[config.mk]
export PLATFORM = sky130hd
export DESIGN_NAME = ram_arbiter
export DESIGN_NICKNAME = d
export VERILOG_FILES = /design/src/rtl/ram_arb_pkg.sv /design/src/rtl/ram_arb_mux.sv /design/src/rtl/ram_arbiter.sv
export SDC_FILE = /design/constraint.sdc
export NUM_CORES = 1
export LEC_CHECK = 0
export ABC_CLOCK_PERIOD_IN_PS = 3800
export CORE_AREA = 2 2 121 123
export DETAILED_ROUTE_END_ITERATION = 8
export DIE_AREA = 0 0 123 125
export GPL_TIMING_DRIVEN = 0
export PLACE_DENSITY = 0.61
export SYNTH_ARGS = -nofsm -noshare
export SYNTH_HDL_FRONTEND = slang
export SYNTH_SLANG_ARGS = --single-unit
[constraint.sdc]
create_clock -name clk -period 3.8 [get_ports clk]
set_input_delay 0.76 -clock clk [delete_from_list [all_inputs] [get_ports clk]]
set_output_delay 0.76 -clock clk [all_outputs]
set_load 0.03 [all_outputs]
[src/rtl/ram_arb_pkg.sv]
// Shared types and helpers for the two-master data RAM arbiter.
package ram_arb_pkg;

  localparam int unsigned DEF_WORDS        = 4194304;
  localparam int unsigned DEF_STARVE_LIMIT = 16;

  typedef enum logic [1:0] {
    OWN_NONE = 2'd0,
    OWN_M0   = 2'd1,
    OWN_M1   = 2'd2
  } owner_e;

  typedef struct packed {
    logic        req;
    logic [3:0]  we;
    logic [31:0] addr;
    logic [31:0] wdata;
  } req_t;

  // Word index of a byte address must fall below the RAM depth.
  function automatic logic in_range(input logic [31:0] addr, input logic [31:0] words);
    return ({2'b00, addr[31:2]} < words);
  endfunction

endpackage

[src/rtl/ram_arb_mux.sv]
// Steers the granted master onto the RAM port and returns read data/error.
// Out-of-range accesses never reach the RAM: strobes, address and data stay 0.
module ram_arb_mux
  import ram_arb_pkg::*;
#(
  parameter int unsigned WORDS = DEF_WORDS
) (
  input  owner_e      sel_i,
  input  req_t        m0_i,
  input  req_t        m1_i,
  input  logic [31:0] ram_out_i,
  output logic        ram_r_o,
  output logic [3:0]  ram_w_o,
  output logic [31:0] ram_addr_o,
  output logic [31:0] ram_in_o,
  output logic [31:0] m0_rdata_o,
  output logic        m0_err_o,
  output logic [31:0] m1_rdata_o,
  output logic        m1_err_o
);

  req_t win;
  logic win_ok;
  logic win_bad;

  // Select the winning request and drive the RAM port and per-master responses.
  always_comb begin
    win = '0;
    case (sel_i)
      OWN_M0:  win = m0_i;
      OWN_M1:  win = m1_i;
      default: win = '0;
    endcase

    win_ok  = win.req && in_range(win.addr, WORDS);
    win_bad = win.req && !in_range(win.addr, WORDS);

    ram_r_o    = win_ok && (win.we == 4'b0000);
    ram_w_o    = win_ok ? win.we : 4'b0000;
    ram_addr_o = win_ok ? win.addr : 32'h0;
    ram_in_o   = win_ok ? win.wdata : 32'h0;

    m0_rdata_o = (sel_i == OWN_M0 && win_ok) ? ram_out_i : 32'h0;
    m1_rdata_o = (sel_i == OWN_M1 && win_ok) ? ram_out_i : 32'h0;
    m0_err_o   = (sel_i == OWN_M0) && win_bad;
    m1_err_o   = (sel_i == OWN_M1) && win_bad;
  end

endmodule

[src/rtl/ram_arbiter.sv]
// Two-master arbiter for the single data RAM port: core (M0) has fixed
// priority, the debug/loader port (M1) is protected from starvation and may
// lock the port for bursts. Grants are combinational (zero latency).
module ram_arbiter
  import ram_arb_pkg::*;
#(
  parameter int unsigned WORDS        = DEF_WORDS,
  parameter int unsigned STARVE_LIMIT = DEF_STARVE_LIMIT
) (
  input  logic        clk,
  input  logic        rst_n,
  input  logic        m0_req,
  input  logic [3:0]  m0_we,
  input  logic [31:0] m0_addr,
  input  logic [31:0] m0_wdata,
  output logic        m0_gnt,
  output logic [31:0] m0_rdata,
  output logic        m0_err,
  input  logic        m1_req,
  input  logic [3:0]  m1_we,
  input  logic [31:0] m1_addr,
  input  logic [31:0] m1_wdata,
  input  logic        m1_lock,
  output logic        m1_gnt,
  output logic [31:0] m1_rdata,
  output logic        m1_err,
  output logic        ram_r,
  output logic [3:0]  ram_w,
  output logic [31:0] ram_addr,
  output logic [31:0] ram_in,
  input  logic [31:0] ram_out,
  output logic        viol
);

  localparam int unsigned CW = (STARVE_LIMIT < 1) ? 1 : $clog2(STARVE_LIMIT + 1);
  localparam logic [CW-1:0] STARVE_MAX = CW'(STARVE_LIMIT);

  owner_e        owner_q, owner_d, sel;
  logic [CW-1:0] starve_q, starve_d;
  logic          viol_q, viol_d;
  req_t          m0_bus, m1_bus;

  assign m0_bus = '{req: m0_req, we: m0_we, addr: m0_addr, wdata: m0_wdata};
  assign m1_bus = '{req: m1_req, we: m1_we, addr: m1_addr, wdata: m1_wdata};

  // Grant decision: held lock, then starvation relief, then M0 priority, then M1.
  always_comb begin
    sel = OWN_NONE;
    if (!rst_n)                                          sel = OWN_NONE;
    else if (owner_q == OWN_M1 && m1_lock && m1_req)     sel = OWN_M1;
    else if (m0_req && m1_req && starve_q == STARVE_MAX) sel = OWN_M1;
    else if (m0_req)                                     sel = OWN_M0;
    else if (m1_req)                                     sel = OWN_M1;
  end

  assign m0_gnt = (sel == OWN_M0);
  assign m1_gnt = (sel == OWN_M1);

  ram_arb_mux #(.WORDS(WORDS)) u_mux (
    .sel_i      (sel),
    .m0_i       (m0_bus),
    .m1_i       (m1_bus),
    .ram_out_i  (ram_out),
    .ram_r_o    (ram_r),
    .ram_w_o    (ram_w),
    .ram_addr_o (ram_addr),
    .ram_in_o   (ram_in),
    .m0_rdata_o (m0_rdata),
    .m0_err_o   (m0_err),
    .m1_rdata_o (m1_rdata),
    .m1_err_o   (m1_err)
  );

  // Next owner, saturating M1 starvation count and sticky violation flag.
  always_comb begin
    owner_d = sel;
    if (m1_req && sel != OWN_M1)
      starve_d = (starve_q == STARVE_MAX) ? starve_q : starve_q + CW'(1);
    else
      starve_d = '0;
    viol_d = viol_q | m0_err | m1_err;
  end

  // Arbitration state registers with synchronous active-low reset.
  always_ff @(posedge clk) begin
    if (!rst_n) begin
      owner_q  <= OWN_NONE;
      starve_q <= '0;
      viol_q   <= 1'b0;
    end else begin
      owner_q  <= owner_d;
      starve_q <= starve_d;
      viol_q   <= viol_d;
    end
  end

  assign viol = viol_q;

endmodule

# Word level (Yosys, flattened, before mapping)
# Index checks and enable logic that the tools add are counted.
word_totals:
  ram_bits: 0
  register_bits: 8
  latchBits: 0
  rom_bits: 0
  elab_cells: 38
  n_memories: 0
  out_inout_bits: 138
op_classes:
  mux: 11
  n_eq_ne: 5
  shifts: 0
  n_lt_le_gt_ge: 1
  addsub: 1
  multipliers: 0
  bitwise_logic: 2
  reduce_logical: 15
  div: 0
op_table:
  columns: ["op", "count"]
  rows:
  - ["case mux 69 bit (2 select lines)", 1]
  - ["two-way mux 32 bit", 4]
  - ["< comparator 30 x 23 -> 1 bit, second input constant", 1]
  - ["logical AND 1 bit", 12]
  - ["two-way mux 2 bit", 5]
  - ["adder 5 x 1 -> 5 bit, second input constant", 1]
  - ["== test 5 bit, second input constant", 1]
  - ["== test 2 bit, second input constant", 2]
  - ["zero test 4 bit", 1]
  - ["two-way mux 4 bit", 1]
  - ["== test 2 x 1 -> 1 bit, second input constant", 1]
  - ["inequality test 2 bit, second input constant", 1]
  - ["bitwise OR 1 bit", 2]
  - ["AND reduction 2 bit", 1]
  - ["zero test 1 bit", 1]

# Logic depth before layout (Yosys ltp)
# Gate-level depths: netlist of the first run.
logic_depth:
  depth_word: 13
  depth_mapped: 14
  mapped_depth_nobuf: 11

# Hierarchy
# Synthesis of the first run repeated with hierarchy kept, for this count alone.
unflattened:
  hier_cells: 377
  hier_area_um2: 2668.8
modules_own_cells:
  columns: ["module", "area_each_um2", "instances", "cells_per_inst"]
  rows:
  - ["ram_arb_mux", 2294.7, 1, 340]
  - ["ram_arbiter", 374.1, 1, 37]

# Worst setup path after synthesis of the first run
# Ideal clock, no wire load.
synth_path:
  path_type: "reg-to-output"
  start: "register starve_q[0]"
  end: "output port ram_addr[0]"
  arrival_time_ns: 2.927
  n_path_buf: 3
  stages_incl_launch_ff: 13
  path_slack_ns: 0.113
  required_ns: 3.040
  path_cell_list: "dfxtp_1 > inv_1 > ha_1 > nand2_1 > nor3_1 > a31o_2 > a21o_1 > ha_1 > buf_2 > clkbuf_1 > clkbuf_1 > a22oi_1 > nor2_1"
synth_between:
  elab_chain_len: 10
  elab_cells_between_ends: 11
  cone_classes: "order compare (1); eq/ne (3); mux (5); reduce/logical (2)"
synth_rtl:
  columns: ["element", "line", "source"]
  rows:
  - ["start: declaration", "ram_arbiter.sv:39", "logic [CW-1:0] starve_q, starve_d;"]
  - ["start signal: assignment", "ram_arbiter.sv:92", "starve_q <= starve_d;"]
  - ["== test 5 bit *", "ram_arbiter.sv:51", "else if (m0_req && m1_req && starve_q == STARVE_MAX) sel = OWN_M1;"]
  - ["logical AND 1 bit *", "ram_arbiter.sv:51", null]
  - ["two-way mux 2 bit *", "ram_arbiter.sv:51", null]
  - ["two-way mux 2 bit *", "ram_arbiter.sv:50", "else if (owner_q == OWN_M1 && m1_lock && m1_req) sel = OWN_M1;"]
  - ["two-way mux 2 bit *", "ram_arbiter.sv:49", "if (!rst_n) sel = OWN_NONE;"]
  - ["== test 2 bit *", null, null]
  - ["via m1_gnt", "ram_arbiter.sv:24", "output logic m1_gnt,"]
  - ["case mux 69 bit (2 select lines) *", "ram_arb_mux.sv:29", "case (sel_i)"]
  - ["< comparator 30 x 23 -> 1 bit", "ram_arb_pkg.sv:22", "return ({2'b00, addr[31:2]} < words);"]
  - ["logical AND 1 bit", "ram_arb_mux.sv:35", "win_ok = win.req && in_range(win.addr, WORDS);"]
  - ["two-way mux 32 bit *", "ram_arb_mux.sv:40", "ram_addr_o = win_ok ? win.addr : 32'h0;"]
  - ["end: declaration", "ram_arbiter.sv:29", "output logic [31:0] ram_addr,"]
# The timed path passes the listed nets; every way through them passes the cells marked *.

# Worst setup path in the final report of the first run
layout_path:
  start: "input port m0_addr[31]"
  end: "output port m1_rdata[30]"
layout_between:
  elab_chain_len: 5
layout_rtl:
  columns: ["element", "line", "source"]
  rows:
  - ["start: declaration", "ram_arbiter.sv:14", "input logic [31:0] m0_addr,"]
  - ["case mux 69 bit (2 select lines)", "ram_arb_mux.sv:29", null]
  - ["< comparator 30 x 23 -> 1 bit", "ram_arb_pkg.sv:22", null]
  - ["logical AND 1 bit", "ram_arb_mux.sv:35", null]
  - ["logical AND 1 bit", "ram_arb_mux.sv:44", "m1_rdata_o = (sel_i == OWN_M1 && win_ok) ? ram_out_i : 32'h0;"]
  - ["two-way mux 32 bit", "ram_arb_mux.sv:44", null]
  - ["end: declaration", "ram_arbiter.sv:25", "output logic [31:0] m1_rdata,"]
# Every way passes these cells.

==> metrics.md, run 1 <==
| Metric | Value |
|---|---|
| Power Total | 618.4 uW |
| Critical Path End | m1_rdata[30] |
| Met1 WL | slightly below 5 mm |
| Initial antenna violation count | 0 |
| Syn avg cell area | about 6.3 um2 |
| Buf/Inv on CP | 4 |
| Clock Sinks | 8 |
| RR Startpoint | starve_q[0] |
| Top FF cell, synth | dfxtp_1 |
| GR Overflow Total | 0 |
| Post-DP HPWL | 11.08 mm |
| Run status | complete, no violations |
| DR WL met3 | 1.227 mm |
| First-pass GRT wire length | 18.69 mm |
| Share of cells above drive strength 1 | between 30 and 40% |
| Clock tree buffer depth | 2 |
| Startpoint types | input port |
| 1st-pass router iterations | 4 |
| Switching pwr | 181.8 uW |
| RD Place Congestion | 0.9089 |
| Worst VDD drop | 0.1232 mV |
| I/O Pins | 311 |
| Total CTS buffers | 3 |
| Detailed-route DRC error count | 0 |
| Vias per cell | 4.404 |
| Maximum clock rate | between 200 and 300 MHz |
| Synth-to-layout area growth | 171.2% |
| Internal cell power | around 440 uW |
| Leak | 2.390 nW |
| Register area share after synthesis | 8.907% |
| Most common cell on crit path | buf_6 |
| Synth Warn # | 0 |
| Area contributors post-synth | a22oi_1, and3_1, nor2_1 |
| Critical Path Sink Type | output pin |
| Starting Density | 12.66% |
| Crit path max fanout | 10 |
| CP startpoint | m0_addr[31] |
| Most instantiated cells after synthesis | and3_1, nor2_1, a22oi_1 |
| Area leader, netlist | a22oi_1 |
| Setup tns final | 0 ns |
| Slowest CP cell | or4_1 |
| GRT Util Overall | roughly 15% |
| Final setup vio count | 0 |
| Initial DRC Count | 106 |
| Clk slew on worst S/H paths | 0.04 ns |
| CP top delay family | simple AND/OR/NAND/NOR gates |
| Critical Path AT | a little under 3 ns |
| Worst r2r dst | viol |
| Most frequent cell after synthesis | and3_1 |
| Die Span Y | 125 um |
| Max stage delay on crit path | 0.57 ns |
| Worst r2r path cells | 13 |
| Synthesized area | ~1800 um2 |
| Critical path cell sequence | clkdlybuf4s50_1, or4_1, o21ai_2, and3_4, buf_12, buf_6, and3_1, buf_6 |
| Remaining antenna violation count | 0 |
| Crit Path Class | in -> out |
| Row count | 44 |
| Vias in the first global route | 3,476 |
| Comb pwr share | 57.2% |
| Final net count | 778 |
| Hold buffer count at CTS | 0 |
| Pin count of the biggest net entering global routing | 11 |
| Clock Skew | a little under 0.0009 ns |
| Seq cells post-synth | 8 |
| R2R Setup Slk | 1.41 ns |
| Die area | between 15,000 and 20,000 um2 |
| Clock share of power | 28.5% |
| I/O Buffers | 302 |
| Critical path depth in cells | 8 |
| P per Cell Area | 126.8 nW/um2 |
| Tmin final | 3.733 ns |
| Detailed-route via count | 3,448 |
| WL/cell | about 17 um |
| Mapped Cells | approximately 280 |
| Die width | between 100 and 150 um |
| Clk root buf | clkbuf_16 |
| Top layer in use | met4 |
| Max-Cap Viols | 0 |
| Metal2 WL | 6.910 mm |
| FILL cells | 1,561 |
| Total Wirelength | 13.26 mm |
| Top-area cell type share of the netlist area | 25.47% |
| Ys async rst share | 0% |
| Yosys cell types | 29 |
| Worst-Skew Late Latency | roughly 0.23 ns |
| CTS H-tree depth | 1 |
| CTS tree | built |
| Sequential power share | 14.3% |
| Fin. Hold Viols | 0 |
| Switch share | 29.40% |
| Core area | 14,200 um2 |
| Final Cycle Share | 98.25% |
| RSZ-0062 raised after global routing | no |
| Min-Delay Path Class | reg -> reg |
| Antenna diodes | 0 |
| Crit path required time | slightly above 3 ns |
| Post-synth EDFFs | 0 |
| Final slew viol count | 0 |
power by group through the flow:
stage / logic (mW) / registers [mW] / clock network [mW]
2_1_floorplan: 0.108 / 0.0895 / 0
3_3_place_gp: 0.337 / 0.0893 / 0
3_5_place_dp: 0.341 / 0.0896 / 0
4_1_cts: 0.353 / 0.0883 / 0.178
5_1_grt: 0.378 / 0.0890 / 0.183
6_report: 0.354 / 0.0887 / 0.176
per-layer routing:
metal  up-vias  GRT usage (%)
met5         -              0
met4         0          2.807
met3        14          2.828
met2       208          30.84
met1      1565          16.45
li1       1661              -
worst reg2reg max path, cell delays in order (launching register included):
cell,delay (ns)
dfxtp_1,0.35
inv_1,0.09
ha_1,0.20
nand2_1,0.11
nor3_4,0.08
a31o_4,0.23
a21o_1,0.18
ha_2,0.19
buf_6,0.13
a22oi_2,0.14
nor2_2,0.07
buf_4,0.14
a21boi_2,0.18
o21a_1,0.18
registers in the layout (all words and copies together) (netlist names):
name      cells
viol          1
owner_q       2
starve_q      5
metrics by stage:
stage | utilization (%) | area (um2) | instances | setup WS [ns] | hold slack (ns)
after detailed placement | 35.75 | 5077 | 777 | -1.313 | 0.4600
after global routing | 34.33 | 4876 | 783 | 0.002290 | 0.4823
after global placement | 35.75 | 5077 | 777 | -1.202 | 0.4481
after CTS | 33.83 | 4805 | 783 | 0.0002884 | 0.4688
after floorplan | - | 1824 | 291 | 0.1126 | 0.4789
final | 34.33 | 4876 | 783 | 0.06663 | 0.4689
final cells by class:
type | instances | area (um2) | share of cell area, %
timing repair buffer | 305 | 2539 | 52.07
multi-input combinational | 238 | 1519 | 31.15
buffer | 42 | 341.6 | 7.005
tap | 184 | 230.2 | 4.722
sequential | 8 | 160.2 | 3.285
clock buffer | 3 | 75.07 | 1.540
inverter | 3 | 11.26 | 0.2309
kinds of logic after synthesis:
group	after synthesis	synth area share, %
xor gates and xnor gates	4	1.949
and+or+nand+nor	146	41.27
buffers and inverters	45	13.71
DFF	8	8.907
AOI/OAI and AO/OA	75	30.62
muxes	1	0.5567
adders and majority gates	4	2.784
other	1	0.2086
how the worst min path moves through the flow:
stage | start | to | slack, ns | cells after the start
2_1_floorplan | starve_q[4] | starve_q[4] | 0.48 | 2
3_3_place_gp | viol | viol | 0.45 | 1
3_5_place_dp | viol | viol | 0.46 | 1
4_1_cts | viol | viol | 0.47 | 1
5_1_grt | viol | viol | 0.48 | 1
6_report | viol | viol | 0.47 | 1
cell usage in the layout (no fill, tap or decap), types with 5 or more instances in the layout:
| cell | count |
|---|---|
| a22oi_1 | 60 |
| and3_1 | 64 |
| buf_2 | 87 |
| buf_4 | 41 |
| buf_6 | 9 |
| clkbuf_1 | 5 |
| clkbuf_2 | 11 |
| clkbuf_4 | 9 |
| clkbuf_8 | 6 |
| clkdlybuf4s50_1 | 172 |
| conb_1 | 8 |
| dfxtp_1 | 8 |
| nor2_1 | 63 |
timing repair:
action / in CTS / in global routing
pin swaps: 2 / 2
resized for setup: 716 / 26
buffers inserted: 3 / 0
endpoints found under the hold margin: 0 / 0
setup endpoints to repair: 127 / 123
(Power assumes the default switching activity.)
==> run 2, diff against run 1 <==
Settings changed: CTS_CLUSTER_SIZE from default to 30.
==> results of run 2 <==
No change in the layout: final DEF, timing and power equal those of run 1.
==> RTL change 1: new RTL, settings of run 2 <==
Make the reset (`rst_n`) asynchronous in one clocked block. Comments in the files are not updated.
--- a/src/rtl/ram_arbiter.sv
+++ b/src/rtl/ram_arbiter.sv
@@ -83,5 +83,5 @@
 
   // Arbitration state registers with synchronous active-low reset.
-  always_ff @(posedge clk) begin
+  always_ff @(posedge clk or negedge rst_n) begin
     if (!rst_n) begin
       owner_q  <= OWN_NONE;
Behaviour: differs if rst_n is asserted again (counterexample within 4 cycles, from zero or initial values and one cycle with rst_n low); with rst_n held inactive, the same outputs for 10 cycles.
==> RTL change 1 against run 2 <==
- die area is the same
- sequential cell count stayed put
- total power rose by 35%
- design area grew 43%
- sequential share of layout area fell by 0.42 points
- setup slack got worse by 9.8 ps
- routed wire length increased by 24%
- synthesized area rose by 53%
==> RTL change 1: results <==
[run_status]
status = complete, no violations

[placed_design]
dpl.cell_count = 869
io_buffer_count = 301
placed_area_sq_um = 6730
dp_slack_ps = -1380

[critical_path]
crit_path_max_incr_delay_ps = 380
crit_slowest_cell = nor4_2
cp_top_family = buffers and inverters
critPathArrivalTime_ps = 2980

[yosys]
synth-async-reset-ratio_pct = 100
ys.flop_type = dfrtp_1
synth_cell_types = 32
synth_compound_area_share_pct = 20.7
synthTopCellsByCount = nor4_1 (77), nand2_1 (66), a22oi_1 (61), nor4_2 (50), clkbuf_1 (41)
syn_area_sq_um = 2750
synth_area_leaders = nor4_2 (23%), nor4_1 (18%), a22oi_1 (17%)
synthXorXnorAreaFrac_pct = 0.957
yosysSeqAreaShare_pct = 7.29
synthMuxAreaShare_pct = 0.364
synthAdderAreaFrac_pct = 1.82

[timing]
finClkSkew_ps = 1.74

[global_route]
grt_max_degree = 12
met1_usage_pct = 22.1
grt_usage_pct = 19.6
use_met3_pct = 3.79
grt_use_met2_pct = 37.8

[power_and_ir_drop]
p_int_uw = 495
ir_drop_mv = 0.139
p_leak_uw = 0.00234
pwr_density_cell_nw_per_um2 = 119
p_comb_share_pct = 67.2
sequentialPowerShare_pct = 11.4

[final_layout]
ff_latch_area_sq_um = 200
fillerInstances = 1409
design_area_sq_um = 6990
buffers = 378
clock_area_share_pct = 1.07
multi_input_gates = 301
final-instance-count-excl-fill = 880
inverters = 6

[route]
drt-met1-wl_um = 6240
vias = 4465
routed-wl-met3_um = 1180
routed-wl-met2_um = 8710

[worst_hold_path]
hold_class = in -> async
## RTL change 1: cell count changes after synthesis, moves of 6 or more
cell / change
dfrtp_1: +8
dfxtp_1: -8
buf_2: +6
nor2_1: -61
nor4_2: +50
buf_4: +10
nand2_1: +63
clkbuf_1: +15
nor4_1: +77
and3_1: -66
## RTL change 1: what timing repair did
item | 4_1_cts | 5_1_grt
endpoints found under the setup margin | 127 | 125
gates cloned | 3 | 0
pin swaps | 5 | 13
resized for setup | 689 | 292
setup buffers | 4 | 2
## RTL change 1: worst paths after layout
kind,start,endpoint,slack [ps],cells past startpoint
setup / recovery,m1_lock,m0_rdata[22],60,9
hold / removal,rst_n,starve_q[3],490,1
setup reg to reg,starve_q[0],viol,1690,9
hold reg to reg,viol,viol,490,1
max in group asynchronous,rst_n,starve_q[1],3090,1
min in group clk,viol,viol,490,1
==> RTL change 2: new RTL, flow settings as in run 2 <==
Without the edit above. The package constant `DEF_STARVE_LIMIT` goes from 16 to 32.
--- a/src/rtl/ram_arb_pkg.sv
+++ b/src/rtl/ram_arb_pkg.sv
@@ -3,5 +3,5 @@
 
   localparam int unsigned DEF_WORDS        = 4194304;
-  localparam int unsigned DEF_STARVE_LIMIT = 16;
+  localparam int unsigned DEF_STARVE_LIMIT = 32;
 
   typedef enum logic [1:0] {
Check against the original RTL: same outputs for any inputs over 10 cycles, from zero or initial values and one cycle with rst_n low; that may be too few to reach the edited logic, so the function may still have changed.
==> RTL change 2 against run 2 <==
- sequential cell count grew 1
- total power grew 5.2%
- critical endpoint is now m0_rdata[1]
- setup slack lost 9.1 ps
- routed wire length shrank 1.5%
- sequential share of layout area grew 0.19 points
- highest routed layer unchanged
- synthesized area grew 2.4%
- first-iteration DRC count shrank 5.7%
- design area grew 7.7%
- combinational power grew 3%
==> RTL change 2: results <==
[power_and_ir_drop]
p_leak_uw = 0.00245
netSwitchingPower_uw = 189
ir_drop_mv = 0.0966

[timing]
tightest_slew_ps = 549
finClkSkew_ps = 1.27
fin_hold_ws_ps = 470

[yosys]
synth_cell_types = 30
synthTopCellsByCount = and3_1 (67), nor2_1 (65), a22oi_1 (61), clkbuf_1 (27), dfxtp_1 (9)
yosysSeqAreaShare_pct = 9.78
yosysWarnings = 0
synth_area_leaders = a22oi_1 (25%), and3_1 (23%), nor2_1 (13%)
synth_most_common_cell = and3_1
synth-async-reset-ratio_pct = 0

[final_layout]
drive_gt1_share_pct = 33.2
fillerInstances = 1507
antennaDiodeCount = 0
largest_reg_flops = 6
final_nets = 795
top_register = starve_q

[run_status]
status = complete, no violations

[cts]
clock_path_buffers = 2
clkLatencyLatePin_ps = 240
clkTransAtPathRegs_ps = 40
cts_buffers = 3

[global_route]
grt_pass1_vias = 3471
antenna_found_initial = 0
use_met3_pct = 2.42
grt_usage_pct = 15.1
grt_pass1_wl_um = 18500
met1_usage_pct = 15.7
grt_use_met2_pct = 31.0
grt_max_degree = 11

[placed_design]
globalplace.congestion = 0.874
hpwl_um = 10400
io_buffer_count = 302

[route]
drt-wirelength-per-cell_um = 16.3
drc = 0
drt-initial-drc-count = 100
dr.pass1.iters = 5
vias_per_cell = 4.48

[critical_path]
critPathArrivalTime_ps = 2980
crit_fanout = 5
reg2reg_slack_ps = 1510
[RTL change 2: worst paths after layout]
kind              cells past startpoint          end         from
hold reg to reg                       1         viol         viol
setup / recovery                     16  m0_rdata[1]  starve_q[1]
hold / removal                        1         viol         viol
setup reg to reg                     12         viol  starve_q[1]
[RTL change 2: layout make-up]
type | instances | share of cell area, %
Timing Repair Buffer | 317 | 53.8
Inverter | 3 | 0.214
Multi-Input combinational cell | 241 | 30.1
Tap cell | 184 | 4.38
Clock buffer | 4 | 1.50
Sequential cell | 9 | 3.48
Buffer | 43 | 6.60
[RTL change 2: logic make-up (layout without fill, tap and decap cells)]
| kind of cell | Yosys count | in the layout | synth area share (%) |
|---|---|---|---|
| XOR/XNOR | 5 | 5 | 2.38 |
| AND/OR/NAND/NOR | 151 | 151 | 42.0 |
| multiplexers | 1 | 1 | 0.543 |
| other | 1 | 8 | 0.204 |
| flip-flops | 9 | 9 | 9.78 |
| buffers and inverters | 46 | 367 | 13.6 |
| AO/OA/AOI/OAI | 72 | 72 | 28.8 |
| adder cells (fa/ha/maj) | 4 | 4 | 2.72 |
[RTL change 2: what timing repair did]
item	CTS	global route
endpoints found under the hold margin	0	0
setup endpoints to repair	127	80
setup buffers	10	2
pin swaps	8	7
gates resized for setup	711	14
gates cloned	3	0
[RTL change 2: power by group through the flow]
stage / clock (uW) / sequential (uW) / combinational (uW)
6_report: 188 / 98.5 / 364
5_1_grt: 195 / 98.7 / 388
4_1_cts: 188 / 98.4 / 359
3_5_place_dp: 0 / 99.9 / 335
3_3_place_gp: 0 / 99.8 / 330
2_1_floorplan: 0 / 100 / 108
[RTL change 2: worst max-delay path, stage by stage, from the launching register on]
cell	delay, ps
dfxtp_2	320
inv_2	70
ha_4	130
nand2_2	60
or4_4	480
nand2_4	90
buf_6	120
a21oi_4	60
ha_4	200
a22oi_2	220
nor2_4	70
and3_4	210
buf_12	130
buf_16	120
buf_6	120
and3_1	170
buf_4	170
[RTL change 2: layer usage]
metal  up-vias  share of wire, %
met5         -                 0
met2       212                54
met4         0               1.3
met1      1651                36
met3        18               8.3
li1       1704                 -
[RTL change 2: through the flow]
step                setup slack [ps]  util [%]  area (sq um)  cells
finish                          57.5      37.0          5250    801
floorplan                       92.9         -          1870    296
detailed placement             -1010      36.1          5120    782
global route                   -20.3      37.0          5250    801
CTS                            0.596      36.7          5210    799
global placement               -1010      36.1          5120    782
